$ cat config.mk
export PLATFORM = sky130hd
export DESIGN_NAME = alu_shift_pipe
export DESIGN_NICKNAME = d
export VERILOG_FILES = /design/src/rtl/alu_shift_pipe.sv
export SDC_FILE = /design/constraint.sdc
export NUM_CORES = 1
export LEC_CHECK = 0
export ABC_AREA = 1
export BUFFER_PORTS_ARGS = -buffer_cell sky130_fd_sc_hd__buf_2
export CAP_MARGIN = 20
export CORE_ASPECT_RATIO = 0.7
export CORE_MARGIN = 1.5
export CORE_UTILIZATION = 40
export DETAILED_ROUTE_END_ITERATION = 8
export SYNTH_ARGS = -nofsm -noshare
export SYNTH_HDL_FRONTEND = slang
export SYNTH_SLANG_ARGS = --single-unit
$ cat constraint.sdc
create_clock -name clk -period 7.55 [get_ports clk]
set_clock_uncertainty 0.1 [all_clocks]
set_input_delay 1.1325 -clock clk [delete_from_list [all_inputs] [get_ports clk]]
set_output_delay 1.1325 -clock clk [all_outputs]
set_load 0.02 [all_outputs]
$ cat src/rtl/alu_shift_pipe.sv
// Pipelined barrel shifter supporting SHL/SHR/SRA/ROL/ROR with a valid/ready handshake on each side.
// Right shifts bit-reverse the operand, shift left through the pipe, and reverse again at the output.
module alu_shift_pipe #(
    parameter int WIDTH  = 32,
    parameter int SHW    = 5,
    parameter int STAGES = 2,
    parameter int TAG_W  = 4
) (
    input  logic             clk,
    input  logic             reset,
    input  logic             in_valid,
    output logic             in_ready,
    input  logic [WIDTH-1:0] a,
    input  logic [SHW-1:0]   b,
    input  logic [2:0]       sfn,
    input  logic [TAG_W-1:0] in_tag,
    output logic             out_valid,
    input  logic             out_ready,
    output logic [WIDTH-1:0] y,
    output logic [TAG_W-1:0] out_tag,
    output logic             zero
);

    localparam int LAST = STAGES - 1;

    logic [STAGES-1:0] valid_q, valid_d;
    logic [WIDTH-1:0]  data_q [STAGES];
    logic [WIDTH-1:0]  data_d [STAGES];
    logic              sign_q [STAGES];
    logic              sign_d [STAGES];
    logic [SHW-1:0]    amt_q  [STAGES];
    logic [SHW-1:0]    amt_d  [STAGES];
    logic [2:0]        sfn_q  [STAGES];
    logic [2:0]        sfn_d  [STAGES];
    logic [TAG_W-1:0]  tag_q  [STAGES];
    logic [TAG_W-1:0]  tag_d  [STAGES];

    logic [STAGES-1:0] st_valid;
    logic [WIDTH-1:0]  st_data [STAGES];
    logic              st_sign [STAGES];
    logic [SHW-1:0]    st_amt  [STAGES];
    logic [2:0]        st_sfn  [STAGES];
    logic [TAG_W-1:0]  st_tag  [STAGES];

    logic              stall;
    logic [WIDTH-1:0]  lvl_x;
    logic              lvl_fill;

    function automatic logic [WIDTH-1:0] bit_rev(input logic [WIDTH-1:0] x);
        logic [WIDTH-1:0] r;
        r = '0;
        for (int i = 0; i < WIDTH; i++) r[i] = x[WIDTH-1-i];
        return r;
    endfunction

    // Level index 0 is the largest shift (2^(SHW-1)); earlier stages take the larger share.
    function automatic int stage_of(input int lvl_idx);
        return (lvl_idx * STAGES) / SHW;
    endfunction

    function automatic logic [SHW-1:0] level_mask(input int s);
        logic [SHW-1:0] m;
        m = '0;
        for (int j = 0; j < SHW; j++) begin
            if (stage_of(j) == s) m[SHW-1-j] = 1'b1;
        end
        return m;
    endfunction

    function automatic logic [WIDTH-1:0] shift_level(input logic [WIDTH-1:0] x,
                                                     input int sh,
                                                     input logic fill,
                                                     input logic rot);
        logic [WIDTH-1:0] r;
        r = x << sh;
        if (rot)
            r = r | (x >> (WIDTH - sh));
        else if (fill)
            r = r | ~({WIDTH{1'b1}} << sh);
        return r;
    endfunction

    always_comb begin : stage_inputs
        stall    = valid_q[LAST] && !out_ready;
        in_ready = !stall;

        st_valid    = '0;
        st_valid[0] = in_valid;
        st_data[0]  = sfn[0] ? bit_rev(a) : a;
        st_sign[0]  = a[WIDTH-1];
        st_amt[0]   = b;
        st_sfn[0]   = sfn;
        st_tag[0]   = in_tag;
        for (int s = 1; s < STAGES; s++) begin
            st_valid[s] = valid_q[s-1];
            st_data[s]  = data_q[s-1];
            st_sign[s]  = sign_q[s-1];
            st_amt[s]   = amt_q[s-1];
            st_sfn[s]   = sfn_q[s-1];
            st_tag[s]   = tag_q[s-1];
        end
    end

    always_comb begin : shift_levels
        valid_d  = '0;
        lvl_x    = '0;
        lvl_fill = 1'b0;
        for (int s = 0; s < STAGES; s++) begin
            // Sign fill only for SRA; the sign bit travels with the op and the mode gates it.
            lvl_fill = st_sign[s] && (st_sfn[s] == 3'b011);
            lvl_x    = st_data[s];
            for (int j = 0; j < SHW; j++) begin
                if (stage_of(j) == s && st_amt[s][SHW-1-j])
                    lvl_x = shift_level(lvl_x, 1 << (SHW-1-j), lvl_fill, st_sfn[s][2]);
            end
            valid_d[s] = st_valid[s];
            data_d[s]  = lvl_x;
            sign_d[s]  = st_sign[s];
            amt_d[s]   = st_amt[s] & ~level_mask(s);
            sfn_d[s]   = st_sfn[s];
            tag_d[s]   = st_tag[s];
        end
    end

    always_ff @(posedge clk or posedge reset) begin
        if (reset) begin
            valid_q <= '0;
            for (int s = 0; s < STAGES; s++) begin
                data_q[s] <= '0;
                sign_q[s] <= 1'b0;
                amt_q[s]  <= '0;
                sfn_q[s]  <= '0;
                tag_q[s]  <= '0;
            end
        end else if (!stall) begin
            valid_q <= valid_d;
            for (int s = 0; s < STAGES; s++) begin
                data_q[s] <= data_d[s];
                sign_q[s] <= sign_d[s];
                amt_q[s]  <= amt_d[s];
                sfn_q[s]  <= sfn_d[s];
                tag_q[s]  <= tag_d[s];
            end
        end
    end

    always_comb begin : outputs
        out_valid = valid_q[LAST];
        y         = sfn_q[LAST][0] ? bit_rev(data_q[LAST]) : data_q[LAST];
        out_tag   = tag_q[LAST];
        zero      = (data_q[LAST] == '0);
    end

endmodule

==> results of run 1 <==
-- cells by family (layout without fill, tap and decap cells) --
| kind of cell | Yosys count | after routing | synth area share (%) |
|---|---|---|---|
| buffers and inverters | 118 | 162 | 9.32 |
| DFF | 81 | 81 | 34.3 |
| AOI/OAI and AO/OA | 99 | 99 | 8.81 |
| muxes | 26 | 26 | 4.40 |
| and+or+nand+nor | 562 | 562 | 43.2 |
-- power breakdown --
part           switching, uW  internal [uW]
registers               88.2            530
logic                    406            203
clock network            163            315
total                    657           1050
-- area by class of cell --
type / instances / area (um^2)
clock buffers: 13 / 270
clock inverters: 2 / 60.1
fillers: 1503 / 7520
inverters: 53 / 203
multi-input cells: 687 / 3340
flip-flops and latches: 81 / 2030
well taps: 190 / 238
repair buffers: 94 / 531
-- per-layer routing --
| metal | track usage [%] | vias to the layer above |
|---|---|---|
| met5 | 0 | - |
| met4 | 3.54 | 0 |
| met3 | 3.41 | 11 |
| met2 | 32.6 | 186 |
| met1 | 34.9 | 2787 |
| li1 | - | 3004 |
-- per-stage QoR --
stage	power [uW]	hold WS, ps	cell area, um^2	utilization, %
global route	1830	376	6670	47.0
detailed placement	1230	360	6280	44.3
global placement	1230	338	6280	44.3
floorplan	1050	320	5910	-
finish	1700	362	6670	47.0
CTS	1710	367	6610	46.6
-- cells in the final DEF, fill, tap and decap left out, drive strengths merged --
cell and n:
nand4 3, clkbuf 13, dfrtp 81, nor2 9, o22ai 1, bufinv 2, a31oi 1, clkinv 1
buf 94, a21oi 9, mux2i 26, o21ai 81, a22oi 2, nand2 327, o211ai 5, inv 52
nand3 215, nor4 8
-- worst max-delay path: stages (launching register included) --
cell,delay (ps)
dfrtp_1,390
nor4_1,530
nand4_1,150
nor2_1,130
buf_2,170
-- worst paths after layout --
| check | from | endpoint | slack (ps) | cells after the start |
|---|---|---|---|---|
| max | data_q[12] | zero | 4630 | 4 |
| min reg2reg | valid_q[0] | valid_q[1] | 360 | 2 |
| min | valid_q[0] | valid_q[1] | 360 | 2 |
| max in group asynchronous | reset | st_tag[1] | 6090 | 4 |
| max reg2reg | amt_q[5] | data_q[0] | 5150 | 3 |
| min in group asynchronous | reset | data_q[45] | 670 | 3 |
-- registers in the layout, indices dropped and copies added (netlist names) --
signal,count
st_tag,4
sfn_d,3
valid_q,2
sign_d,1
sfn_q,1
amt_q,2
data_q,64
out_tag,4
-- cell usage after synthesis (5+ instances only) --
cell / instances / area, um^2
nand2_1: 316 / 1190
nand3_1: 203 / 1020
dfrtp_1: 81 / 2030
o21ai_0: 79 / 395
inv_1: 51 / 191
buf_2: 26 / 130
clkbuf_1: 26 / 97.6
mux2i_1: 26 / 260
nand3_2: 12 / 120
a21oi_1: 9 / 45.0
nand2_4: 8 / 90.1
nor4_1: 8 / 50.1
nor2_1: 6 / 22.5
buf_6: 5 / 56.3
==> results.cfg, run 1 <==
[synthesis]
yosysUniqueCellTypes = 30
synthesis.area_um2 = 5910
synth-seq-area-share_pct = 34.3
synth_cells = 886
syn_area_per_cell_um2 = 6.67
ys_ff_latch = 81
synth_edf_count = 0
ys.flop_type = dfrtp_1
async_flop_share_pct = 100
ys_warn_count = 0
synth.net_count = 934

[floorplanning]
io_pins = 87
core-area_um2 = 14200
dieArea_um2 = 15500
rows = 36
die_y_um = 105
dieWidth_um = 148
initial_utilization_pct = 41.6

[timing]
hold_viol_final = 0
grt_setup_unrepaired = false
max_slew_margin_pct = 31.1
min_period_ps = 2920
fmax_mhz = 343
layout_setup_ws_ps = 4630
tns_ps = 0
final.period_utilization_pct = 38.6
drv_slew = 0
setup_violations = 0
worstMarginPinSlew_ps = 1030

[drt]
ant_nets = 0
met2_length_um = 7130
wl_per_cell_um = 15.0
drcViolationCount = 0
vias = 5988
vias_per_cell = 5.35
top_layer_used = met4
drt_first_pass_iters = 5
wl_met1_um = 8610
first_iter_violations = 547
met3_length_um = 938
wirelength_um = 16800

[placement]
pre_cts_ws_ps = 4300
numPortBuffers = 86
routabilityCongestion = 0.906
dpl.cell_count = 1103
hpwl_um = 12300

[global_routing]
grt_pass1_vias = 5550
grt.overflow.total = 0
grt_max_degree = 111
antenna_found_initial = 0
grt_usage_pct = 22.3
grt_pass1_wl_um = 28000

[pwr]
total_leakage_power_uw = 0.00346
p_per_area_nw_per_um2 = 256
ir_drop_uv = 190

[clock_network]
numCtsBuffers = 9
root_buffer = clkbuf_16
clkLatencyLatePin_ps = 330
clk_pin_slew_ps = 60
htree_levels = 3
clk_path_buf_depth = 2
tritoncts = built
hold_buffers = 0
cts.sinks = 81
cts_resized = 0
post_cts.repair.setup_buffers = 0

[worst_setup_path]
path_class = flop to primary output
worst_setup_path_start_kind = flop
arrival_ps = 1690
crit_required_ps = 6320
crit_fanout = 3
cp-end-kind = primary output

[finish]
nets = 974
instances_no_fill = 1120
drive_gt1_share_pct = 14.9
syn_to_final_growth_pct = 12.8
antenna_cells = 0

[min_path]
hp-class = flop to flop

[outcome]
status = finished, final reports clean

[job]
cap_violations = 0
Note: power is estimated with default switching activity, not from simulation.
==> run 2, diff against run 1 <==
--- a/config.mk
+++ b/config.mk
@@ -5,7 +5,7 @@
 export SDC_FILE = /design/constraint.sdc
 export NUM_CORES = 1
 export LEC_CHECK = 0
-export ABC_AREA = 1
+export ABC_AREA = 0
 export BUFFER_PORTS_ARGS = -buffer_cell sky130_fd_sc_hd__buf_2
 export CAP_MARGIN = 20
 export CORE_ASPECT_RATIO = 0.7
==> constraint.sdc (replaced) <==
create_clock -name clk -period 2.8 [get_ports clk]
set_clock_uncertainty 0.1 [all_clocks]
set_input_delay 0.42 -clock clk [delete_from_list [all_inputs] [get_ports clk]]
set_output_delay 0.42 -clock clk [all_outputs]
set_load 0.02 [all_outputs]
==> results.cfg, run 2 <==
[worst_setup_path]
crit_required_ps = 2280
crit_fanout = 66
cp_slowest_cell = dfrtp_1
worst_setup_path_start_kind = flop
r2r_cells = 5
cp-end-kind = primary output
arrival_ps = 1730
crit_chain = nor2b_4 -> inv_2 -> buf_12 -> buf_2
path_class = flop to primary output
cpPeakStageDelay_ps = 370

[drt]
drcViolationCount = 0
vias_per_cell = 5.70
vias = 5412
drt_first_pass_iters = 5
wl_per_cell_um = 18.3
wirelength_um = 17300
ant_nets = 0
first_iter_violations = 365

[synthesis]
synth.net_count = 736
synth_top_family_by_area = multiplexers
synth_adder_area_share_pct = 0
synth_common_cells = 131 x nor2_1, 81 x dfrtp_1, 81 x mux2i_1, 75 x nand2_1, 49 x mux2_2
synthesis.area_um2 = 6250
yosysTopAreaCellShare_pct = 32.4
synth_cells = 688
ys_ff_latch = 81
netlist_top_cells_area = dfrtp_1 32%, mux2i_1 13%, mux2_2 8.8%, nor2_1 7.9%, mux4_2 5.0%
synth-simple-area-share_pct = 17.3
async_flop_share_pct = 100
synthMostInstantiatedCell = nor2_1
ys.flop_type = dfrtp_1
syn_area_per_cell_um2 = 9.09
ys_warn_count = 0
synth_mux_area_share_pct = 28.9
synth_compound_gate_area_share_pct = 15.3
yosysUniqueCellTypes = 58
synth-xor-area-share_pct = 0
yosysTopAreaCell = dfrtp_1
synth_edf_count = 0
synth-seq-area-share_pct = 32.4

[finish]
layout_common_cells = 131 x nor2_1, 86 x buf_2, 81 x mux2i_1, 81 x dfrtp_1, 75 x nand2_1
largest_register_ffs = 64
final_common_cell = nor2_1
drive_gt1_share_pct = 27.1
antenna_cells = 0
syn_to_final_growth_pct = 13.3
largest_register = data_q
nets = 792

[pwr]
switching_share_pct = 38.3
net-switching-power_uw = 1820
ir_drop_uv = 322
intPower_uw = 2940
p_per_area_nw_per_um2 = 673
total_leakage_power_uw = 0.00311
clockPowerShare_pct = 24.8
p_seq_share_pct = 36.3
p_total_uw = 4770
combPwrFrac_pct = 39.0

[clock_network]
clk_path_buf_depth = 2
clk_pin_slew_ps = 60
root_buffer = clkbuf_16
cts.sinks = 81
tritoncts = built
cts_resized = 0
hold_buffers = 0
post_cts.repair.setup_buffers = 0
clkLatencyLatePin_ps = 340
htree_levels = 3
numCtsBuffers = 9

[global_routing]
grt.overflow.total = 0
antenna_found_initial = 0
grt_pass1_wl_um = 28500
grt_max_degree = 82
grt_pass1_vias = 5263
grt_usage_pct = 21.6

[placement]
numPortBuffers = 86
hpwl_um = 12800
pre_cts_ws_ps = 373
routabilityCongestion = 0.925

[timing]
tns_ps = 0
layout_setup_ws_ps = 550
worstMarginPinSlew_ps = 738
drv_slew = 0
max_slew_margin_pct = 50.7
setup_violations = 0
grt_setup_unrepaired = false
final.period_utilization_pct = 80.4
fmax_mhz = 444
min_period_ps = 2250
hold_viol_final = 0

[floorplanning]
initial_utilization_pct = 40.6
die_y_um = 108
rows = 38
dieArea_um2 = 16400
dieWidth_um = 152
core-area_um2 = 15400
io_pins = 87

[job]
cap_violations = 0

[min_path]
hp-class = input pin to async pin

[outcome]
status = finished, final reports clean
[run 2: final timing paths]
check | startpoint | to | slack (ps)
setup / recovery | valid_q[1] | in_ready | 550
min in group clk | in_tag[2] | st_tag[2] | 180
hold reg to reg | out_tag[3] | out_tag[3] | 360
hold / removal | reset | data_q[27] | 60
max in group asynchronous | reset | data_q[44] | 2190
setup reg to reg | valid_q[1] | data_q[36] | 690
[run 2: cell type report]
| type | instances | area [um^2] |
|---|---|---|
| Fill cell | 1490 | 8320 |
| Multi-Input combinational cell | 540 | 3860 |
| Sequential cell | 81 | 2030 |
| Timing Repair Buffer | 106 | 631 |
| Tap cell | 200 | 250 |
| Clock buffer | 11 | 243 |
| Clock inverter | 5 | 55.1 |
| Inverter | 6 | 22.5 |
[run 2: stage by stage]
stage / cell area (um^2) / util [%] / instances / hold WS (ps)
after global routing: 7090 / 46.0 / 949 / 120
after global placement: 6790 / 44.1 / 933 / 343
final: 7090 / 46.0 / 949 / 60.4
after detailed placement: 6790 / 44.1 / 933 / 347
after CTS: 7090 / 46.0 / 949 / 91.9
after floorplan: 6250 / - / 688 / 330
[run 2: logic make-up after synthesis]
| family | count (synthesis) |
|---|---|
| buffers and inverters | 67 |
| multiplexers | 152 |
| flip-flops | 81 |
| AO/OA/AOI/OAI | 134 |
| AND/OR/NAND/NOR | 254 |
[run 2: power by group through the flow]
stage	combinational (uW)	sequential [uW]	clock, uW
global placement	1830	1740	0
floorplan	1400	1640	0
global route	2050	1780	1250
detailed placement	1860	1750	0
CTS	1870	1730	1200
finish	1860	1730	1180
[run 2: critical path: cells and delay by family, from the launching register on]
kind	cells	cell delay (ps)
simple gates	1	130
buf+inv	3	870
flops	1	370
[run 2: metal layers]
layer	vias up	global-route usage (%)	part of all wire, %
met5	-	0	0
li1	2611	-	-
met3	14	3.82	5.4
met4	0	3.43	0.84
met2	157	33.2	44
met1	2630	32.2	50
==> run 3, diff against run 2 <==
--- a/config.mk
+++ b/config.mk
@@ -5,7 +5,7 @@
 export SDC_FILE = /design/constraint.sdc
 export NUM_CORES = 1
 export LEC_CHECK = 0
-export ABC_AREA = 0
+export ABC_AREA = 1
 export BUFFER_PORTS_ARGS = -buffer_cell sky130_fd_sc_hd__buf_2
 export CAP_MARGIN = 20
 export CORE_ASPECT_RATIO = 0.7
==> constraint.sdc (replaced) <==
create_clock -name clk -period 1.9 [get_ports clk]
set_clock_uncertainty 0.1 [all_clocks]
set_input_delay 0.285 -clock clk [delete_from_list [all_inputs] [get_ports clk]]
set_output_delay 0.285 -clock clk [all_outputs]
set_load 0.02 [all_outputs]
==> results.cfg, run 3 (synthesized netlist as in run 1, its figures left out) <==
[outcome]
status = finished with violations
violations = setup timing

[placement]
numPortBuffers = 86
routabilityCongestion = 0.900
hpwl_um = 12900
place_area_um2 = 6540

[worst_setup_path]
crit_chain = nor4_2 -> buf_4 -> nand4_1 -> nor2_1 -> buf_4
critical_path.most_common_cell = buf_4
r2r_end = data_q[9]
cp_slowest_cell = dfrtp_1
reg2reg_from = valid_q[1]
cp-end-kind = primary output
arrival_ps = 1570
r2r_slack_ps = 400
cpPeakStageDelay_ps = 410
r2r_cells = 6
critPathLaunch = data_q[19]
worst_setup_path_start_kind = flop
path_class = flop to primary output
crit_required_ps = 1510
crit_fanout = 3

[timing]
worstMarginPinSlew_ps = 697
layout_setup_ws_ps = -52.4
hold_viol_final = 0
final.period_utilization_pct = 103
drv_slew = 0
max_slew_margin_pct = 53.4
fmax_mhz = 512
grt_setup_unrepaired = true
min_period_ps = 1950
setup_violations = 1

[pwr]
p_per_area_nw_per_um2 = 983
total_leakage_power_uw = 0.00358
p_total_uw = 6780
ir_drop_uv = 455

[clock_network]
clkLatencyLatePin_ps = 330
clk_path_buf_depth = 2
tritoncts = built
cts.sinks = 81
numCtsBuffers = 9
htree_levels = 3
root_buffer = clkbuf_16
clk_pin_slew_ps = 60

[min_path]
hp-class = input pin to flop
hold_end = sfn_d[1]
holdPathStages = 3
holdCritStartpoint = sfn[1]

[global_routing]
grtUsageMet1_pct = 35.4
antenna_found_initial = 0
grt.overflow.total = 0
grt_pass1_vias = 5605
grt_usage_pct = 22.6
top_usage_layer = met1
grt_max_degree = 66
use_met3_pct = 3.84
grt_pass1_wl_um = 28200
grt_util_met2_pct = 32.4

[drt]
drt_first_pass_iters = 5
ant_nets = 0
vias = 5975
vias_per_cell = 5.22
drcViolationCount = 0
wl_per_cell_um = 14.8
first_iter_violations = 552
wirelength_um = 16900

[floorplanning]
rows = 36
initial_utilization_pct = 41.6
core-area_um2 = 14200
io_pins = 87
dieArea_um2 = 15500
dieWidth_um = 148
die_y_um = 105

[finish]
syn_to_final_growth_pct = 16.7
finalInstanceArea_um2 = 6900
layout_common_cells = 316 x nand2_1, 203 x nand3_1, 85 x buf_2, 81 x dfrtp_1, 79 x o21ai_0
drive_gt1_share_pct = 17.3
antenna_cells = 0
fillCellCount = 1450
largest_register = data_q
final_common_cell = nand2_1
nets = 997
largest_register_ffs = 64

[job]
cap_violations = 0
==> run 3: worst max-delay path, delay by kind of cell, from the launching register on <==
kind | cells | cell delay [ps]
buffers and inverters | 2 | 320
flip-flops | 1 | 410
AND/OR/NAND/NOR | 3 | 500
==> run 3: area by class of cell <==
type / count / area, um^2 / share of cell area (%)
clock buffers: 14 / 274 / 3.97
clock inverters: 2 / 35.0 / 0.508
inverters: 53 / 208 / 3.01
multi-input cells: 687 / 3360 / 48.7
flip-flops and latches: 81 / 2030 / 29.4
well taps: 190 / 238 / 3.45
repair buffers: 117 / 756 / 11.0
==> run 3: worst max path at each step <==
stage,to,cells after the start
after floorplan,y[14],3
after global placement,data_q[61],9
after detailed placement,data_q[61],9
after CTS,zero,5
after global routing,zero,5
final,zero,5
==> run 3: repair_timing <==
item                                    in CTS  in global routing
hold buffers                                 1                  0
endpoints found under the setup margin       1                  2
pin swaps                                    2                  2
setup buffers                                1                  0
gates cloned                                 0                  0
gates resized for setup                      4                  2
hold endpoints to repair                    12                  0
==> run 3: power by group <==
group,internal (uW),leakage (uW),total [uW],switching (uW)
sequential,2110,0.000971,2460,351
clock,1120,0.000153,1770,650
combinational,894,0.00245,2550,1660
==> run 3: layer usage <==
| metal | wire length, um | up-vias |
|---|---|---|
| li1 | - | 3063 |
| met1 | 8850 | 2748 |
| met2 | 7100 | 148 |
| met3 | 827 | 16 |
| met4 | 133 | 0 |
| met5 | 0 | - |
==> run 3: through the flow <==
stage / setup slack (ps) / util (%) / setup TNS, ps / cells / hold WS (ps)
2_1_floorplan: 295 / - / 0 / 886 / 295
3_3_place_gp: -58.6 / 46.1 / -126 / 1126 / 180
3_5_place_dp: -34.0 / 46.1 / -36.7 / 1126 / 182
4_1_cts: -30.6 / 48.6 / -30.6 / 1144 / 46.7
5_1_grt: -112 / 48.6 / -112 / 1144 / 63.7
6_report: -52.4 / 48.6 / -52.4 / 1144 / 54.5
